File: config.mk
export PLATFORM = sky130hd
export DESIGN_NAME = cordic_engine_param
export DESIGN_NICKNAME = d
export VERILOG_FILES = /design/src/rtl/cordic_pkg.sv /design/src/rtl/cordic_gain_comp.sv /design/src/rtl/cordic_engine_param.sv
export SDC_FILE = /design/constraint.sdc
export NUM_CORES = 2
export LEC_CHECK = 0
export BUFFER_PORTS_ARGS = -buffer_cell sky130_fd_sc_hd__buf_4
export CORE_MARGIN = 3
export CORE_UTILIZATION = 55
export DETAILED_ROUTE_END_ITERATION = 16
export GPL_TIMING_DRIVEN = 0
export PLACE_DENSITY = 0.79
export RECOVER_POWER = 100
export SLEW_MARGIN = 20
export SYNTH_ARGS = -nofsm -noshare
export SYNTH_HDL_FRONTEND = slang
export SYNTH_HIERARCHICAL = 1
export SYNTH_SLANG_ARGS = --single-unit
File: constraint.sdc
create_clock -name clk -period 8.5 [get_ports clk]
set_input_delay 0.425 -clock clk [delete_from_list [all_inputs] [get_ports clk]]
set_output_delay 0.425 -clock clk [all_outputs]
set_load 0.02 [all_outputs]
File: src/rtl/cordic_pkg.sv
// rtl/cordic_pkg.sv - shared CORDIC types, arctangent table and gain constant helpers
package cordic_pkg;

    typedef enum logic [2:0] {
        IDLE,
        PRE,
        ITER,
        SCALE,
        DONE
    } cordic_state_e;

    // atan(2^-i) as a 32-bit binary angle, 2^32 == 2*pi
    localparam logic [31:0] ATAN_LUT [0:23] = '{
        32'h20000000, 32'h12E4051E, 32'h09FB385B, 32'h051111D4,
        32'h028B0D43, 32'h0145D7E1, 32'h00A2F61E, 32'h00517C55,
        32'h0028BE53, 32'h00145F2F, 32'h000A2F98, 32'h000517CC,
        32'h00028BE6, 32'h000145F3, 32'h0000A2FA, 32'h0000517D,
        32'h000028BE, 32'h0000145F, 32'h00000A30, 32'h00000518,
        32'h0000028C, 32'h00000146, 32'h000000A3, 32'h00000051
    };

    function automatic logic [31:0] atan_entry(input int i, input int bits);
        logic [32:0] t;
        t = {1'b0, ATAN_LUT[i]} + (33'd1 << (31 - bits));
        return 32'(t >> (32 - bits));
    endfunction

    // Inverse of the accumulated micro-rotation gain, Q1.31
    function automatic logic [31:0] cordic_kinv(input int n);
        real k;
        k = 1.0;
        for (int i = 0; i < n; i++) begin
            k = k / $sqrt(1.0 + 1.0 / (4.0 ** i));
        end
        return 32'($rtoi(k * 2147483648.0 + 0.5));
    endfunction

endpackage

File: src/rtl/cordic_gain_comp.sv
// rtl/cordic_gain_comp.sv - multiply one channel by KINV, round half-up and saturate
module cordic_gain_comp
    import cordic_pkg::*;
#(
    parameter int IW    = 20,
    parameter int WIDTH = 16,
    parameter int FRAC  = 33
) (
    input  logic signed [IW-1:0]    din,
    input  logic        [31:0]      kinv,
    output logic signed [WIDTH-1:0] dout
);

    localparam int PW = IW + 33;
    localparam longint MAXL = (longint'(1) << (WIDTH - 1)) - 1;
    localparam logic signed [PW-1:0] MAXV = PW'(MAXL);
    localparam logic signed [PW-1:0] MINV = ~MAXV;

    logic signed [32:0]   k_s;
    logic signed [PW-1:0] prod;
    logic signed [PW-1:0] scaled;

    always_comb begin
        k_s    = {1'b0, kinv};
        prod   = PW'(din) * PW'(k_s);
        scaled = (prod + (PW'(1) <<< (FRAC - 1))) >>> FRAC;
        if (scaled > MAXV) begin
            dout = MAXV[WIDTH-1:0];
        end else if (scaled < MINV) begin
            dout = MINV[WIDTH-1:0];
        end else begin
            dout = scaled[WIDTH-1:0];
        end
    end

endmodule

File: src/rtl/cordic_engine_param.sv
// rtl/cordic_engine_param.sv - iterative rotation/vectoring CORDIC with quadrant fold and gain compensation
module cordic_engine_param
    import cordic_pkg::*;
#(
    parameter int WIDTH   = 16,
    parameter int ANGLE_W = 16,
    parameter int ITERS   = 16,
    parameter int GUARD   = 2
) (
    input  logic               clk,
    input  logic               rst,
    input  logic               in_valid,
    output logic               in_ready,
    input  logic               mode,
    input  logic [WIDTH-1:0]   x_in,
    input  logic [WIDTH-1:0]   y_in,
    input  logic [ANGLE_W-1:0] phi,
    output logic               out_valid,
    input  logic               out_ready,
    output logic [WIDTH-1:0]   x_out,
    output logic [WIDTH-1:0]   y_out,
    output logic [ANGLE_W-1:0] z_out
);

    localparam int IW = WIDTH + 2 + GUARD;
    localparam int ZW = ANGLE_W + GUARD;
    localparam logic [31:0] KINV = cordic_kinv(ITERS);
    localparam logic signed [ZW-1:0] HALF_PI = {2'b01, {(ZW-2){1'b0}}};
    localparam logic [ZW-1:0] Z_HALF_LSB = ZW'(1 << (GUARD - 1));
    localparam logic [4:0] LAST = 5'(ITERS - 1);

    cordic_state_e state_q, state_d;
    logic mode_q, mode_d;
    logic signed [IW-1:0] x_q, x_d, y_q, y_d, x_sh, y_sh;
    logic signed [ZW-1:0] z_q, z_d, atan_z, z_rnd;
    logic [4:0] i_q, i_d;
    logic signed [WIDTH-1:0] xo_q, xo_d, yo_q, yo_d, x_gain, y_gain;
    logic [ANGLE_W-1:0] zo_q, zo_d;
    logic dir_pos;

    cordic_gain_comp #(.IW(IW), .WIDTH(WIDTH), .FRAC(31 + GUARD)) u_gain_x (
        .din(x_q), .kinv(KINV), .dout(x_gain)
    );
    cordic_gain_comp #(.IW(IW), .WIDTH(WIDTH), .FRAC(31 + GUARD)) u_gain_y (
        .din(y_q), .kinv(KINV), .dout(y_gain)
    );

    always_comb begin
        state_d = state_q;
        mode_d  = mode_q;
        x_d     = x_q;
        y_d     = y_q;
        z_d     = z_q;
        i_d     = i_q;
        xo_d    = xo_q;
        yo_d    = yo_q;
        zo_d    = zo_q;
        x_sh    = x_q >>> i_q;
        y_sh    = y_q >>> i_q;
        atan_z  = ZW'(atan_entry(int'(i_q), ZW));
        z_rnd   = z_q + Z_HALF_LSB;
        dir_pos = mode_q ? y_q[IW-1] : ~z_q[ZW-1];

        case (state_q)
            IDLE: begin
                if (in_valid) begin
                    mode_d  = mode;
                    x_d     = {{2{x_in[WIDTH-1]}}, x_in, {GUARD{1'b0}}};
                    y_d     = {{2{y_in[WIDTH-1]}}, y_in, {GUARD{1'b0}}};
                    z_d     = {phi, {GUARD{1'b0}}};
                    state_d = PRE;
                end
            end
            PRE: begin
                i_d     = '0;
                state_d = ITER;
                // Bring the operand into the +/-pi/2 convergence range first
                if (!mode_q) begin
                    case (z_q[ZW-1 -: 2])
                        2'b01: begin x_d = -y_q; y_d = x_q;  z_d = z_q - HALF_PI; end
                        2'b10: begin x_d = y_q;  y_d = -x_q; z_d = z_q + HALF_PI; end
                        default: ;
                    endcase
                end else if (x_q[IW-1]) begin
                    if (!y_q[IW-1]) begin
                        x_d = y_q;  y_d = -x_q; z_d = HALF_PI;
                    end else begin
                        x_d = -y_q; y_d = x_q;  z_d = -HALF_PI;
                    end
                end else begin
                    z_d = '0;
                end
            end
            ITER: begin
                if (dir_pos) begin
                    x_d = x_q - y_sh;
                    y_d = y_q + x_sh;
                    z_d = z_q - atan_z;
                end else begin
                    x_d = x_q + y_sh;
                    y_d = y_q - x_sh;
                    z_d = z_q + atan_z;
                end
                i_d = i_q + 5'd1;
                if (i_q == LAST) state_d = SCALE;
            end
            SCALE: begin
                xo_d    = x_gain;
                yo_d    = y_gain;
                zo_d    = ANGLE_W'(z_rnd >>> GUARD);
                state_d = DONE;
            end
            DONE: begin
                if (out_ready) state_d = IDLE;
            end
            default: state_d = IDLE;
        endcase
    end

    always_ff @(posedge clk or posedge rst) begin
        if (rst) begin
            state_q <= IDLE;
            mode_q  <= 1'b0;
            x_q     <= '0;
            y_q     <= '0;
            z_q     <= '0;
            i_q     <= '0;
            xo_q    <= '0;
            yo_q    <= '0;
            zo_q    <= '0;
        end else begin
            state_q <= state_d;
            mode_q  <= mode_d;
            x_q     <= x_d;
            y_q     <= y_d;
            z_q     <= z_d;
            i_q     <= i_d;
            xo_q    <= xo_d;
            yo_q    <= yo_d;
            zo_q    <= zo_d;
        end
    end

    assign in_ready  = (state_q == IDLE);
    assign out_valid = (state_q == DONE);
    assign x_out     = xo_q;
    assign y_out     = yo_q;
    assign z_out     = zo_q;

endmodule

* After elaboration in Yosys (flattened, before gate mapping)
Memories as Yosys holds them, arrays and structs flattened. Cells that the tools add are included.
Storage, ports and cells: bits in registers 115, bits in read-only memories 1024, memories 1, bits of input ports 53
Memories:
- (no name shown) | depth 32, bits a word 32, rd ports 1, clocked after Yosys merged registers in 0, wr ports 0, line cordic_pkg.sv:24 | t = {1'b0, ATAN_LUT[i]} + (33'd1 << (31 - bits));
Cells by class: shifts and indexed selects 2, multipliers 2, equal/unequal tests 12, muxes and demuxes 33, $lt $le $gt $ge 5, reductions and logical operators 7, bitwise operators 2, $add $sub $neg 15
Operators by type and width (number):
- two-way mux 20 bit | 10
- one-hot mux 20 bit (3 select lines) | 2
- adder 52 x 34 -> 53 bit (second input constant) | 2
- multiplier 20 x 30 -> 50 bit (second input constant) | 2
- two-way mux 18 bit | 5
- one-hot mux 20 bit (2 select lines) | 2
- two-way mux 16 bit | 4
- two-way mux 32 bit | 2
- one-hot mux 18 bit (3 select lines) | 1
- adder 20 bit | 2
- greater-than comparator 20 x 16 -> 1 bit (second input constant) | 2
- less-than comparator 20 x 16 -> 1 bit (second input constant) | 2
- negator 20 bit | 2
- >>> shifter 20 x 5 -> 20 bit | 2
- subtractor 20 bit | 2
- one-hot mux 18 bit (2 select lines) | 1
- adder 32 x 14 -> 32 bit (second input constant) | 1
- >= comparator 32 x 6 -> 1 bit (second input constant) | 1
- inverter 5 -> 32 bit | 1
- adder 18 bit | 1
- adder 18 bit (second input constant) | 1
- adder 18 x 2 -> 18 bit (second input constant) | 1
- subtractor 18 bit | 1
- subtractor 18 bit (second input constant) | 1
- other kinds (22) | 27

* Depth between registers and ports, before layout
depth after elaboration 8, gate-level depth with buffers 29, depth with buffers taken out 27

* Hierarchy
The synthesis kept the hierarchy.
Modules (own cells, without submodules):
- cordic_gain_comp at u_gain_x | instances 1, cells an instance 2461, area each 21296.7 um^2
- cordic_gain_comp at u_gain_y | instances 1, cells an instance 2364, area each 20851.2 um^2
- cordic_engine_param | instances 1, cells an instance 1581, area each 12956.2 um^2

* Worst setup path before layout
Ideal clock, no wire load.
kind reg-to-reg, start point register x_q[8], end point register xo_q[10], in the netlist x_out[10], data arrival time 7082 ps, data required time 8375 ps, slack 1294 ps, path buffers 2, stages on the path, launching flop included 27, cells stage by stage dfrtp_1 -> clkbuf_1 -> nand2_1 -> fa_1 -> inv_1 -> fa_1 -> inv_1 -> fa_1 -> inv_1 -> fa_1 -> fa_1 -> fa_1 -> inv_1 -> fa_1 -> inv_1 -> ha_1 -> a21oi_1 -> o21ai_0 -> a221o_1 -> a31o_1 -> a31o_4 -> nor3_4 -> o21ai_2 -> a2111oi_4 -> buf_6 -> o32ai_1 -> mux2_2
Between the ends: cells in the longest elaborated chain, start to end 5, elaborated cells on any way between the ends 6
Ends and longest elaborated chain:
- from (decl) | line cordic_engine_param.sv:34 | logic signed [IW-1:0] x_q, x_d, y_q, y_d, x_sh, y_sh;
- from (signal assigned) | line cordic_engine_param.sv:124 | x_q <= '0;
- from (signal assigned) | line cordic_engine_param.sv:134 | x_q <= x_d;
- multiplier 20 x 30 -> 50 bit * | line cordic_gain_comp.sv:25 | prod = PW'(din) * PW'(k_s);
- adder 52 x 34 -> 53 bit * | line cordic_gain_comp.sv:26 | scaled = (prod + (PW'(1) <<< (FRAC - 1))) >>> FRAC;
- less-than comparator 20 x 16 -> 1 bit | line cordic_gain_comp.sv:29 | end else if (scaled < MINV) begin
- two-way mux 16 bit | line cordic_gain_comp.sv:29
- two-way mux 16 bit * | line cordic_gain_comp.sv:27 | if (scaled > MAXV) begin
- via x_gain[10] | line cordic_engine_param.sv:37 | logic signed [WIDTH-1:0] xo_q, xo_d, yo_q, yo_d, x_gain, y_gain;
- to (signal assigned) | line cordic_engine_param.sv:138 | xo_q <= xo_d;
- to (decl) | line cordic_engine_param.sv:37
The timed path passes the listed nets; every way through them passes the cells marked *. A chain may end at the register's enable or synchronous reset.

* Worst setup path in the final report
start point register x_q[2], end point register xo_q[6], in the netlist x_out[6]
The elaborated chain is that of the path after synthesis.

==> impl_metrics.py <==
metrics = {
    "critical_path": {
        "critPathSlowestCell": "dfrtp_4",
        "cpPeakStageDelay_ns": 0.62,
        "critPathTopFamily": "adder cells",
        "cp_max_fo": 14,
        "end_kind": "flip-flop",
        "crit_buf_inv": 7,
        "arrival_ns": 8.69,
        "cp_data_required_time_ns": 8.84,
        "r2r_start": "x_q[2]",
        "critPathKind": "reg -> reg",
        "startpoint": "x_q[2]",
        "crit_path_start_kind": "flip-flop",
        "cpMostUsedCell": "fa_1",
    },
    "place": {
        "routabilityCongestion": 1.04,
        "pre_cts_ws_ns": -1.06,
        "dpl_cell_area_um2": 58100,
        "hpwl_mm": 154,
        "portBuffers": 102,
    },
    "floorplan": {
        "core_um2": 98900,
        "start_util": 0.557,
        "dieArea_um2": 104000,
        "die_w_um": 323,
        "rows": 115,
        "num_io_pins": 103,
        "dieHeight_um": 323,
    },
    "yosys": {
        "async_reset_ff_frac": 1.00,
        "synth_top_area_share": 0.391,
        "synthTopCellsByArea": "fa_1, ha_1, inv_1, and2_1, dfrtp_1",
        "netlist_area_um2": 55100,
        "seq_area_frac_synth": 0.0522,
        "synth_ff_type": "dfrtp_1",
        "yosysTopAreaCell": "fa_1",
        "synthTopCellsByCount": "inv_1, fa_1, nand2_1",
        "ys_warn_count": 6,
        "netlist_instances": 6406,
        "synth.most_common_cell": "inv_1",
        "synth.avg_cell_area_um2": 8.60,
        "yosysUniqueCellTypes": 112,
        "synth-edff-count": 0,
        "ys_seq_elements": 115,
    },
    "clock_tree": {
        "insertion_delay_ns": 0.46,
        "cts_made_buffers": 17,
        "cts.sinks": 115,
        "cts_root_buf": "clkbuf_16",
        "clk_pin_slew_ns": 0.06,
        "tritoncts": "done",
        "htreeDepth": 4,
        "clk_path_buf_depth": 2,
    },
    "finish": {
        "fillers": 8699,
        "multi_input_area_um2": 46500,
        "fin_area_um2": 58800,
        "nets": 8268,
        "register_area_um2": 2960,
        "layout-drive-gt1-share": 0.0635,
        "synthToLayoutAreaGrowth_pct": 6.78,
    },
    "drt": {
        "first_iter_violations": 4896,
        "vias": 47600,
        "wire_per_inst_um": 23.3,
        "ant_nets": 0,
        "firstDrtPassIters": 8,
        "via_per_inst": 5.96,
        "drcViolationCount": 0,
        "routed_wl_mm": 186,
    },
    "grt": {
        "grt_max_degree": 71,
        "grt_pass1_vias": 48500,
        "grt.total_usage": 0.364,
        "grt_pass1_wl_mm": 286,
        "gr-total-overflow": 0,
        "antenna_found_initial": 10,
    },
    "run_status": {
        "run_status": "finished with violations",
        "violations": "capacitance limit, slew limit",
    },
    "timing": {
        "fmaxAchievable_mhz": 120,
        "finClkSkew_ns": 0.0116,
        "hold_violations": 0,
        "drv_slew": 118,
        "relSlewSlack": -1.69,
        "setup_ws_ns": 0.150,
        "setup_viol": 0,
        "finalCriticalPeriod_ns": 8.35,
        "worst_pin_slew_ns": 4.04,
        "period_share": 0.982,
    },
    "hold_path": {
        "hold_path_class": "in -> reg",
        "hp-start": "out_ready",
    },
    "job": {
        "maxCapViolations": 2,
    },
}
-- final cells by class --
type                            count  share of cell area
Antenna cell                       11            0.000468
Buffer                            379              0.0288
Clock buffer                       17             0.00723
Clock inverter                     15             0.00232
Inverter                         1280              0.0818
Multi-Input combinational cell   4773               0.790
Sequential cell                   115              0.0503
Tap cell                         1287              0.0274
Timing Repair Buffer              113              0.0112
-- sequential cells by signal, indices dropped and copies added (netlist names) --
| name | flops |
|---|---|
| i_q | 5 |
| mode_q | 1 |
| state_q | 3 |
| x_out | 16 |
| x_q | 20 |
| y_out | 16 |
| y_q | 20 |
| z_out | 16 |
| z_q | 18 |
-- cell usage in the layout (no fill, tap or decap), drive strengths merged, types with 12 or more instances in the layout --
master | synthesis | final
a21o | 44 | 44
a221oi | 37 | 37
ha | 461 | 461
and2 | 653 | 653
nor2 | 241 | 241
nand2b | 62 | 62
fa | 1075 | 1075
inv | 1277 | 1287
nor3 | 55 | 55
nor4 | 17 | 17
nand2 | 760 | 760
dfrtp | 115 | 115
a21oi | 259 | 259
mux2i | 25 | 25
a22oi | 16 | 16
and3 | 29 | 29
or3 | 20 | 20
mux2 | 54 | 54
a211oi | 28 | 28
mux4 | 44 | 44
nor2b | 27 | 27
o21a | 27 | 27
o31ai | 14 | 14
buf | 40 | 104
nand4 | 33 | 33
nand3 | 59 | 59
o21ai | 170 | 170
conb | 2 | 144
xnor2 | 91 | 91
clkbuf | 340 | 404
a31oi | 23 | 23
o22ai | 28 | 28
o211ai | 21 | 21
xor2 | 74 | 74
o21bai | 12 | 12
-- through the flow --
stage          utilization  hold WS [ns]  std cells  TNS (ns)
3_5_place_dp         0.587         0.472       7939    -28.10
6_report             0.595         0.160       7990         0
2_1_floorplan            -         0.476       6548         0
3_3_place_gp         0.587         0.474       7937    -25.56
5_1_grt              0.595         0.180       7979   -0.0150
4_1_cts              0.595         0.153       7972         0
-- kinds of logic after synthesis --
family / synth area share
other: 0.000136
buffers and inverters: 0.116
and+or+nand+nor: 0.183
DFF: 0.0522
adders and majority gates: 0.495
xor gates and xnor gates: 0.0262
muxes: 0.0336
AOI/OAI and AO/OA: 0.0939
-- metal layers --
metal	part of all wire	wire length, µm	GRT usage	vias up
met1	0.38	70900	0.491	23600
met4	0.059	10900	0.178	4
met2	0.43	79300	0.541	3115
met5	0.00014	26	0	-
li1	-	-	-	20300
met3	0.13	25000	0.104	594
-- worst paths after layout --
kind | end | slack (ns) | cells after the start
max | x_out[6] | 0.15 | 26
min | state_q[2] | 0.16 | 2
max reg2reg | x_out[6] | 0.15 | 26
min reg2reg | z_out[13] | 0.49 | 2
max in group asynchronous | y_q[2] | 2.30 | 4
min in group asynchronous | x_out[5] | 1.04 | 3
-- what timing repair did --
item / in CTS / in global routing
pin swaps: 0 / 4
setup buffers: 0 / 8
hold buffers: 1 / 0
gates resized for setup: 117 / 120
setup endpoints to repair: 32 / 31
endpoints found under the hold margin: 14 / 0
Power is not shown: default switching activity piles up to over one toggle a cycle in this logic, so the estimate is an artifact.
